$ cat src/rtl/alu_operand_stage.sv
// ---------------------------------------------------------------------------
// alu_operand_stage
//   EX-stage front end for the ALU. It decodes op class, funct3 and funct7b5
//   into an ALU opcode and selects operand A and operand B. It can optionally
//   apply result forwarding. The selected operands are held in a two-entry
//   buffer (main + skid) that has valid/ready handshakes on both sides, so a
//   downstream stall never drops an op.
//
//   Optional feature: define ALU_OPERAND_FWD_EN to enable EX/MEM and MEM/WB
//   bypass of rs1/rs2. If it is undefined, the fwd_* ports are present but
//   ignored.
//
// Ports
//   clk, resetn            clock, asynchronous active-low reset
//   flush                  synchronous kill of all buffered ops
//   in_valid / in_ready    upstream handshake (in_ready is registered)
//   in_op_sel              00 R-type, 01 I-type ALU, 10 address calc, 11 branch
//   in_funct3, in_funct7b5 instruction function fields
//   in_rs1, in_rs2         source register indices
//   in_rs1_data/rs2_data   register file read data
//   in_imm                 sign-extended immediate
//   in_rd                  destination register index
//   fwd_mem_*, fwd_wb_*    result bypass sources (MEM has priority over WB)
//   out_valid / out_ready  downstream handshake
//   ALU_ctr                ALU opcode (4'hF = illegal)
//   ALU_srcA, ALU_srcB     ALU operands
//   out_rs2_data           store data (the resolved rs2 value)
//   out_rd                 destination register index
//   out_illegal            high when ALU_ctr is the illegal code
// ---------------------------------------------------------------------------
module alu_operand_stage #(
  parameter int XLEN  = 32,
  parameter int RADDR = 5
) (
  input  logic             clk,
  input  logic             resetn,
  input  logic             flush,
  input  logic             in_valid,
  output logic             in_ready,
  input  logic [1:0]       in_op_sel,
  input  logic [2:0]       in_funct3,
  input  logic             in_funct7b5,
  input  logic [RADDR-1:0] in_rs1,
  input  logic [RADDR-1:0] in_rs2,
  input  logic [XLEN-1:0]  in_rs1_data,
  input  logic [XLEN-1:0]  in_rs2_data,
  input  logic [XLEN-1:0]  in_imm,
  input  logic [RADDR-1:0] in_rd,
  input  logic             fwd_mem_we,
  input  logic [RADDR-1:0] fwd_mem_rd,
  input  logic [XLEN-1:0]  fwd_mem_data,
  input  logic             fwd_wb_we,
  input  logic [RADDR-1:0] fwd_wb_rd,
  input  logic [XLEN-1:0]  fwd_wb_data,
  output logic             out_valid,
  input  logic             out_ready,
  output logic [3:0]       ALU_ctr,
  output logic [XLEN-1:0]  ALU_srcA,
  output logic [XLEN-1:0]  ALU_srcB,
  output logic [XLEN-1:0]  out_rs2_data,
  output logic [RADDR-1:0] out_rd,
  output logic             out_illegal
);

  localparam logic [3:0] ALU_ADD = 4'h0;
  localparam logic [3:0] ALU_SUB = 4'h1;
  localparam logic [3:0] ALU_AND = 4'h2;
  localparam logic [3:0] ALU_OR  = 4'h3;
  localparam logic [3:0] ALU_XOR = 4'h4;
  localparam logic [3:0] ALU_SLL = 4'h5;
  localparam logic [3:0] ALU_SRL = 4'h6;
  localparam logic [3:0] ALU_SLT = 4'h7;
  localparam logic [3:0] ALU_ILL = 4'hF;

  typedef enum logic [1:0] {
    ST_EMPTY = 2'b00,
    ST_ONE   = 2'b01,
    ST_TWO   = 2'b10
  } state_t;

  typedef struct packed {
    logic [3:0]       ctr;
    logic             illegal;
    logic [XLEN-1:0]  src_a;
    logic [XLEN-1:0]  src_b;
    logic [XLEN-1:0]  rs2_data;
    logic [RADDR-1:0] rd;
  } payload_t;

  state_t          state_r;
  logic            out_valid_r;
  logic            in_ready_r;
  payload_t        main_r;
  payload_t        skid_r;
  payload_t        in_pl_s;
  logic [3:0]      dec_ctr_s;
  logic [XLEN-1:0] rs1_val_s;
  logic [XLEN-1:0] rs2_val_s;

`ifdef ALU_OPERAND_FWD_EN
  // Bypass priority is MEM over WB over register file. x0 is never forwarded.
  function automatic logic [XLEN-1:0] resolve_operand(
    input logic [RADDR-1:0] rs,
    input logic [XLEN-1:0]  rf_data,
    input logic             mem_we,
    input logic [RADDR-1:0] mem_rd,
    input logic [XLEN-1:0]  mem_data,
    input logic             wb_we,
    input logic [RADDR-1:0] wb_rd,
    input logic [XLEN-1:0]  wb_data
  );
    logic [XLEN-1:0] val;
    if (mem_we && (mem_rd == rs) && (rs != '0)) begin
      val = mem_data;
    end else if (wb_we && (wb_rd == rs) && (rs != '0)) begin
      val = wb_data;
    end else begin
      val = rf_data;
    end
    return val;
  endfunction

  // Operand values are resolved only here, at capture time.
  always_comb begin
    rs1_val_s = resolve_operand(in_rs1, in_rs1_data, fwd_mem_we, fwd_mem_rd,
                                fwd_mem_data, fwd_wb_we, fwd_wb_rd, fwd_wb_data);
    rs2_val_s = resolve_operand(in_rs2, in_rs2_data, fwd_mem_we, fwd_mem_rd,
                                fwd_mem_data, fwd_wb_we, fwd_wb_rd, fwd_wb_data);
  end
`else
  logic unused_fwd_s;
  assign unused_fwd_s = ^{in_rs1, in_rs2, fwd_mem_we, fwd_mem_rd, fwd_mem_data,
                          fwd_wb_we, fwd_wb_rd, fwd_wb_data};

  // Without forwarding, operands come straight from the register file.
  always_comb begin
    rs1_val_s = in_rs1_data;
    rs2_val_s = in_rs2_data;
  end
`endif

  // Opcode decode. SRA and SLTU are not supported by the ALU and map to ILL.
  always_comb begin
    dec_ctr_s = ALU_ILL;
    case (in_op_sel)
      2'b00, 2'b01: begin
        case (in_funct3)
          3'b000: begin
            if ((in_op_sel == 2'b00) && in_funct7b5) begin
              dec_ctr_s = ALU_SUB;
            end else begin
              dec_ctr_s = ALU_ADD;
            end
          end
          3'b001: dec_ctr_s = ALU_SLL;
          3'b010: dec_ctr_s = ALU_SLT;
          3'b100: dec_ctr_s = ALU_XOR;
          3'b101: begin
            if (!in_funct7b5) begin
              dec_ctr_s = ALU_SRL;
            end else begin
              dec_ctr_s = ALU_ILL;
            end
          end
          3'b110: dec_ctr_s = ALU_OR;
          3'b111: dec_ctr_s = ALU_AND;
          default: dec_ctr_s = ALU_ILL;
        endcase
      end
      2'b10:   dec_ctr_s = ALU_ADD;
      2'b11:   dec_ctr_s = ALU_SUB;
      default: dec_ctr_s = ALU_ILL;
    endcase
  end

  // Assemble the payload of the incoming op. I-type and address calc use the immediate.
  always_comb begin
    in_pl_s          = '0;
    in_pl_s.ctr      = dec_ctr_s;
    in_pl_s.illegal  = (dec_ctr_s == ALU_ILL);
    in_pl_s.src_a    = rs1_val_s;
    in_pl_s.rs2_data = rs2_val_s;
    in_pl_s.rd       = in_rd;
    if ((in_op_sel == 2'b01) || (in_op_sel == 2'b10)) begin
      in_pl_s.src_b = in_imm;
    end else begin
      in_pl_s.src_b = rs2_val_s;
    end
  end

  // Occupancy FSM with the main and skid payload registers. Payload holds while invalid.
  always_ff @(posedge clk or negedge resetn) begin
    if (!resetn) begin
      state_r     <= ST_EMPTY;
      out_valid_r <= 1'b0;
      in_ready_r  <= 1'b1;
      main_r      <= '0;
      skid_r      <= '0;
    end else if (flush) begin
      state_r     <= ST_EMPTY;
      out_valid_r <= 1'b0;
      in_ready_r  <= 1'b1;
    end else begin
      case (state_r)
        ST_EMPTY: begin
          if (in_valid) begin
            main_r      <= in_pl_s;
            state_r     <= ST_ONE;
            out_valid_r <= 1'b1;
          end
        end
        ST_ONE: begin
          if (in_valid && !out_ready) begin
            // Main is stalled, so the new op parks in skid behind it.
            skid_r     <= in_pl_s;
            state_r    <= ST_TWO;
            in_ready_r <= 1'b0;
          end else if (in_valid && out_ready) begin
            main_r <= in_pl_s;
          end else if (out_ready) begin
            state_r     <= ST_EMPTY;
            out_valid_r <= 1'b0;
          end
        end
        ST_TWO: begin
          if (out_ready) begin
            main_r     <= skid_r;
            state_r    <= ST_ONE;
            in_ready_r <= 1'b1;
          end
        end
        default: begin
          state_r     <= ST_EMPTY;
          out_valid_r <= 1'b0;
          in_ready_r  <= 1'b1;
        end
      endcase
    end
  end

  assign in_ready     = in_ready_r;
  assign out_valid    = out_valid_r;
  assign ALU_ctr      = main_r.ctr;
  assign out_illegal  = main_r.illegal;
  assign ALU_srcA     = main_r.src_a;
  assign ALU_srcB     = main_r.src_b;
  assign out_rs2_data = main_r.rs2_data;
  assign out_rd       = main_r.rd;

endmodule
$ cat config.mk
export PLATFORM = sky130hd
export DESIGN_NAME = alu_operand_stage
export DESIGN_NICKNAME = d
export VERILOG_FILES = /design/src/rtl/alu_operand_stage.sv
export SDC_FILE = /design/constraint.sdc
export NUM_CORES = 1
export LEC_CHECK = 0
export ABC_AREA = 1
export BUFFER_PORTS_ARGS = -buffer_cell sky130_fd_sc_hd__buf_2
export CORE_MARGIN = 2
export CORE_UTILIZATION = 30
export CTS_CLUSTER_DIAMETER = 200
export CTS_CLUSTER_SIZE = 40
export DETAILED_ROUTE_END_ITERATION = 16
export GPL_TIMING_DRIVEN = 0
export PLACE_DENSITY = 0.48
export SETUP_SLACK_MARGIN = 0.5
export SYNTH_ARGS = -nofsm -noshare
export SYNTH_HDL_FRONTEND = slang
export SYNTH_SLANG_ARGS = --single-unit
$ cat constraint.sdc
create_clock -name clk -period 1.71 [get_ports clk]
set_input_delay 0.0855 -clock clk [delete_from_list [all_inputs] [get_ports clk]]
set_output_delay 0.0855 -clock clk [all_outputs]
set_load 0.01 [all_outputs]
==> run_results.csv, run 1 <==
group,metric,value,unit
drt,dr_total_vias,8989,
synth,yosys-top-cells-count,"508 x nand2_1, 215 x dfrtp_1, 115 x nor2_1, 101 x a31oi_1, 51 x o21ai_0",
synth,async_flop_share,100,%
place,pre_cts_ws,-0.493,ns
sta,setup_viol,0,
cts,cts.hold.buffers_added,106,
die,num_rows,65,
die,die_w,182,um
sta,slew_viol_final,0,
grt,grt_pass1_wl,49500,um
place,dp_hpwl,21300,um
power_and_ir_drop,power_density,1120,mW/mm^2
cts,cts_tree,"done",
synth,synthFlopType,"dfrtp_1",
power_and_ir_drop,p_leak,6.86,nW
cells_and_area,fin_nets,1744,
grt,grt_max_degree,110,
cts,cts_max_level,1,
critical_path,critPathLaunchType,"flop",
grt,grt-ovfl-total,0,
synth,synth_seq_area_share,57.1,%
die,die_area,0.0330,mm^2
place,placed_cell_area,0.0113,mm^2
critical_path,path_max_fanout,7,
critical_path,cp_num_buf_inv,6,
critical_path,required,2.10,ns
cts,clk_latency,0.49,ns
critical_path,critPathSlowestCell,"dfrtp_2",
place,place.port_buffers,219,
sta,relSlewSlack,41.0,%
drt,drt_pass1_iterations,5,
sta,layout_min_cycle_time,1.67,ns
sta,rsz0062_at_grt,"yes",
sta,whs,-0.391,ns
critical_path,cp-end-kind,"flop",
sta,fin_crit_sh,97.9,%
synth,yosysTopAreaCellShare,56.8,%
grt,top_usage_layer,"met2",
synth,synth.area.top_cells,"dfrtp_1 57%, nand2_1 20%, a31oi_1 6.7%, nor2_1 4.6%, o21ai_0 2.7%",
grt,gr-usage-met1,25.8,%
cts,clock-sinks,216,
grt,met3_usage,3.23,%
cells_and_area,fin_area,0.0143,mm^2
die,start_util,30.2,%
critical_path,cp-startpoint,"state_r[0]",
cts,cts-root-buf,"clkbuf_16",
sta,fin_skew,0.0347,ns
sta,max_freq,597,MHz
power_and_ir_drop,max-vdd-ir-drop,0.658,mV
synth,syn_nets,1365,
critical_path,path_class,"flop to flop",
cells_and_area,drive_gt1_share,29.2,%
synth,synth-edff-count,0,
die,coreArea,0.0313,mm^2
grt,grt_pass1_vias,8882,
outcome,status,"finished with violations",
grt,grt_use_met2,32.5,%
die,die_h,182,um
drt,drc_errors,0,
synth,synth_top_cell_by_area,"dfrtp_1",
grt,grt.total_usage,19.0,%
synth,syn_avg_cell_area,8.14,um^2
critical_path,crit_chain,"inv_2, nand2_4, o21ai_2, inv_2, nand2_4, inv_8, buf_4, buf_16, buf_12, a31oi_1",
drt,drt_iter0_drc,510,
cells_and_area,num-fill-cells,3124,
drt,ant_nets,0,
cts,clockBufferDepth,3,
outcome,violations,"negative hold slack",
critical_path,regToRegStartpoint,"state_r[0]",
sta,worst_slew_pin_slew,0.885,ns
die,ios,306,
place,gp_congestion,0.754,
critical_path,crit_family,"buffers and inverters",
drt,via_per_inst,4.62,
synth,synth_warnings,0,
job,maxCapViolations,0,
cts,clkTransAtPathRegs,0.15,ns
drt,wl_per_cell,16.8,um
synth,syn-cell-area,0.00947,mm^2
cts,cts_made_buffers,9,
sta,hold_viol,107,
synth,synth_seq_cells,216,
synth,yosysMostFrequentCell,"nand2_1",
grt,antenna_found_initial,2,
critical_path,slowest_delay,0.48,ns
sta,fin_ws,0.0352,ns
hold_path,hold_class,"input pin to asynchronous set/reset pin",
synth,synthCells,1164,
cells_and_area,layout-area-overhead-vs-synth,50.7,%
critical_path,critPathArrivalTime,2.07,ns
synth,ys_types,25,
drt,routed_wl,32800,um
[metal layers]
metal / vias up / part of all wire (%) / wire length, um
li1: 4479 / - / -
met1: 4321 / 46 / 15200
met2: 174 / 48 / 15700
met3: 15 / 4.8 / 1580
met4: 0 / 0.94 / 307
met5: - / 0 / 0
[cell type report]
type                       count  area [um^2]  area share [%]
multi-input combinational    824         4270            29.9
clock inverter                 1         30.0           0.210
antenna                        2         5.00          0.0351
sequential                   216         5410            37.9
buffer                        74          826            5.79
inverter                      50          215            1.51
clock buffer                  10          229            1.60
tap                          402          503            3.52
timing repair buffer         368         2790            19.5
[cells in the final DEF, fill, tap and decap left out, types with 22 or more instances in the layout]
cell,synthesis,layout
buf_4,6,30
dlygate4sd3_1,0,106
nand2_1,508,506
nor2_2,0,32
inv_1,45,44
dfrtp_1,215,214
a31oi_1,101,69
nor2_1,115,64
o21ai_1,21,30
buf_6,1,22
o21ai_0,51,34
buf_2,36,220
a31oi_4,0,29
[cell families after synthesis]
family / after synthesis / share of synthesized area (%)
AOI/OAI and AO/OA: 183 / 11.2
buffers and inverters: 124 / 5.71
adders and majority gates: 3 / 0.396
and+or+nand+nor: 637 / 25.5
DFF: 216 / 57.1
muxes: 1 / 0.119
[sequential cells by signal, indices dropped and copies added, names as in the netlist]
signal	flops
ALU_srcB	32
skid_r	106
state_r	2
ALU_srcA	32
ALU_ctr	4
in_ready	1
out_illegal	1
out_valid	1
out_rd	5
out_rs2_data	32
[metrics by stage]
step	hold slack, ns	TNS, ns	util, %	std cells	power [mW]
floorplan	-0.210	0	-	1164	9.99
global placement	0.305	-814.17	36.0	1785	11.8
detailed placement	0.213	-33.81	36.1	1786	11.9
CTS	-0.334	0	42.2	1923	15.3
global route	-0.338	-0.899	45.6	1945	17.0
finish	-0.391	0	45.6	1947	16.0
[worst paths after layout]
path                            slack (ns)            to  cells after the start
worst max-delay path                  0.04  ALU_srcA[28]                     10
worst min-delay path                 -0.39    skid_r[74]                      1
max in group asynchronous             1.02  ALU_srcA[26]                      2
worst min register to register        0.48     skid_r[1]                      2
min in group clk                      0.04      in_ready                      5
worst max register to register        0.04  ALU_srcA[28]                     10
[report_power, final]
part           switching, mW  internal, mW
logic                   2.86          2.61
registers               1.02          6.74
clock network           1.74          1.01
[repair_timing]
action                                  CTS  global route
hold endpoints to repair                295           107
gates resized for setup                 108           150
pin swaps                                 5             7
endpoints found under the setup margin  217           228
setup buffers                            16            15
cloned                                    4             7
Power figures use the tool's default switching activity.
==> run 2: changes to the inputs <==
--- a/config.mk
+++ b/config.mk
@@ -7,13 +7,15 @@
 export LEC_CHECK = 0
 export ABC_AREA = 1
 export BUFFER_PORTS_ARGS = -buffer_cell sky130_fd_sc_hd__buf_2
+export CELL_PAD_IN_SITES_DETAIL_PLACEMENT = 0
+export CELL_PAD_IN_SITES_GLOBAL_PLACEMENT = 2
 export CORE_MARGIN = 2
-export CORE_UTILIZATION = 30
+export CORE_UTILIZATION = 29
 export CTS_CLUSTER_DIAMETER = 200
 export CTS_CLUSTER_SIZE = 40
 export DETAILED_ROUTE_END_ITERATION = 16
 export GPL_TIMING_DRIVEN = 0
-export PLACE_DENSITY = 0.48
+export PLACE_DENSITY = 0.77
 export SETUP_SLACK_MARGIN = 0.5
 export SYNTH_ARGS = -nofsm -noshare
 export SYNTH_HDL_FRONTEND = slang
==> run 2 against run 1 <==
  * The flow still finishes with violations (negative hold slack)
  * Via count is 0.53% higher
  * Clock-buffer cell count grew 1
  * Hold slack worse by 0.0028 ns
  * Combinational power grew 1%
  * Fmax up 6.8%
  * Cell area rose by 3.1%
  * Final cell count up 1.0%
  * Die area up 3.4%
  * Largest cell class unchanged
  * Critical path depth down 1
==> run_results.csv, run 2 (synthesized netlist as in run 1, its figures left out) <==
group,metric,value,unit
outcome,status,"finished with violations",
outcome,violations,"negative hold slack",
place,dp_cells,1826,
grt,grt_pass1_vias,8829,
drt,ant_nets,0,
sta,whs,-0.394,ns
drt,wl_met1,16600,um
drt,dr_total_vias,9037,
critical_path,critPathArrivalTime,1.92,ns
die,coreArea,0.0324,mm^2
cells_and_area,final_common_cell,"nand2_1",
sta,worst_slew_pin_slew,0.890,ns
critical_path,cp-startpoint,"state_r[1]",
sta,setup_tns,0,ns
sta,setup_viol,0,
drt,via_per_inst,4.59,
critical_path,cp-end-kind,"flop",
drt,met2_length,16400,um
sta,hold_viol,105,
drt,wl_per_cell,17.7,um
die,die_area,0.0341,mm^2
grt,grt_max_degree,112,
cts,clockBufferDepth,3,
cells_and_area,largest_reg_flops,106,
die,num_rows,66,
cts,cts_tree,"done",
drt,met3_length,1410,um
die,die_h,185,um
drt,drt_iter0_drc,427,
cells_and_area,drive_gt1_share,36.6,%
power_and_ir_drop,power_density,1110,mW/mm^2
die,ios,306,
cells_and_area,layout-area-overhead-vs-synth,55.3,%
drt,routed_wl,34900,um
cts,clock-sinks,216,
cells_and_area,stdcell_count,1967,
cts,clkTransAtPathRegs,0.15,ns
critical_path,path_class,"flop to flop",
grt,antenna_found_initial,3,
power_and_ir_drop,p_leak,6.94,nW
place,gp_congestion,0.798,
sta,layout_min_cycle_time,1.57,ns
sta,slew_viol_final,0,
grt,grt-ovfl-total,0,
job,maxCapViolations,0,
critical_path,critPathLaunchType,"flop",
cts,cts_made_buffers,9,
hold_path,hold_class,"input pin to asynchronous set/reset pin",
cells_and_area,fin_util,45.5,%
cts,cts.hold.buffers_added,88,
drt,topRoutingLayerUsed,"met4",
cells_and_area,fin_nets,1722,
critical_path,regToRegStartpoint,"state_r[1]",
drt,drt_pass1_iterations,5,
grt,grt_pass1_wl,52100,um
sta,relSlewSlack,40.6,%
cts,cts-root-buf,"clkbuf_16",
sta,rsz0062_at_grt,"yes",
place,place.port_buffers,219,
critical_path,required,2.06,ns
power_and_ir_drop,max-vdd-ir-drop,0.631,mV
cells_and_area,num-fill-cells,3299,
place,dp_hpwl,22900,um
cells_and_area,final_cell_mix,"375 x nand2_1, 222 x buf_2, 213 x dfrtp_1",
cts,cts_max_level,1,
sta,fin_skew,0.0360,ns
cts,clk_latency,0.49,ns
drt,drc_errors,0,
die,start_util,29.3,%
sta,fin_crit_sh,91.7,%
grt,grt.total_usage,19.9,%
sta,max_freq,638,MHz
critical_path,path_max_fanout,8,
die,die_w,185,um
cells_and_area,top_register,"skid_r",
critical_path,r2r_cells,9,
## run 2: cell count changes in the layout (fill, tap and decap cells not counted), sizes merged
cell	before	now
clkbuf	39	43
inv	50	49
clkinv	1	2
buf	307	300
dlygate4sd3	106	88
diode	2	3
## run 2: worst paths after layout
| path | end | slack [ns] |
|---|---|---|
| worst max-delay path | skid_r[28] | 0.14 |
| worst min-delay path | state_r[0] | -0.39 |
| worst max register to register | skid_r[28] | 0.14 |
| worst min register to register | skid_r[4] | 0.50 |
| max in group asynchronous | ALU_srcB[22] | 1.00 |
| min in group clk | in_ready | -0.02 |
## run 2: worst max-delay path, stage by stage, from the launching register on
cell and delay (ns):
dfrtp_2 0.47, inv_2 0.08, nand2_4 0.07, nor2_4 0.12, buf_12 0.16, clkinv_16 0.10
buf_16 0.17, buf_8 0.14, nand2_2 0.05, o21ai_1 0.05
## run 2: final cells by class
type | count | area, um^2 | share of cell area, %
inverter | 50 | 238 | 1.62
antenna | 3 | 7.51 | 0.0510
timing repair buffer | 346 | 2780 | 18.9
sequential | 216 | 5410 | 36.8
multi-input combinational | 824 | 4550 | 31.0
clock inverter | 1 | 30.0 | 0.204
tap | 442 | 553 | 3.76
buffer | 74 | 913 | 6.21
clock buffer | 11 | 233 | 1.58
## run 2: where the power goes
part           total, mW  switching [mW]  internal, mW
Combinational       5.54            2.85          2.69
Clock               2.76            1.74          1.01
Sequential          7.98            1.24          6.75
## run 2: layer usage
metal,global-route usage [%],up-vias
li1,-,4441
met1,28.5,4376
met2,32.3,196
met3,2.61,24
met4,4.03,0
met5,0,-
## run 2: through the flow
stage          worst slack, ns  area (um^2)  power, mW
2_1_floorplan            0.320         9660       9.99
3_3_place_gp             -3.65        11300       11.9
3_5_place_dp            -0.581        11300       12.0
4_1_cts                  0.133        13400       15.3
5_1_grt                 0.0678        14700       17.4
6_report                 0.142        14700       16.3
## run 2: timing repair
| item | 4_1_cts | 5_1_grt |
|---|---|---|
| setup endpoints to repair | 217 | 219 |
| resized for setup | 155 | 270 |
| setup buffers | 14 | 2 |
| gates cloned | 12 | 10 |
| pin swaps | 3 | 16 |
| hold endpoints to repair | 262 | 105 |
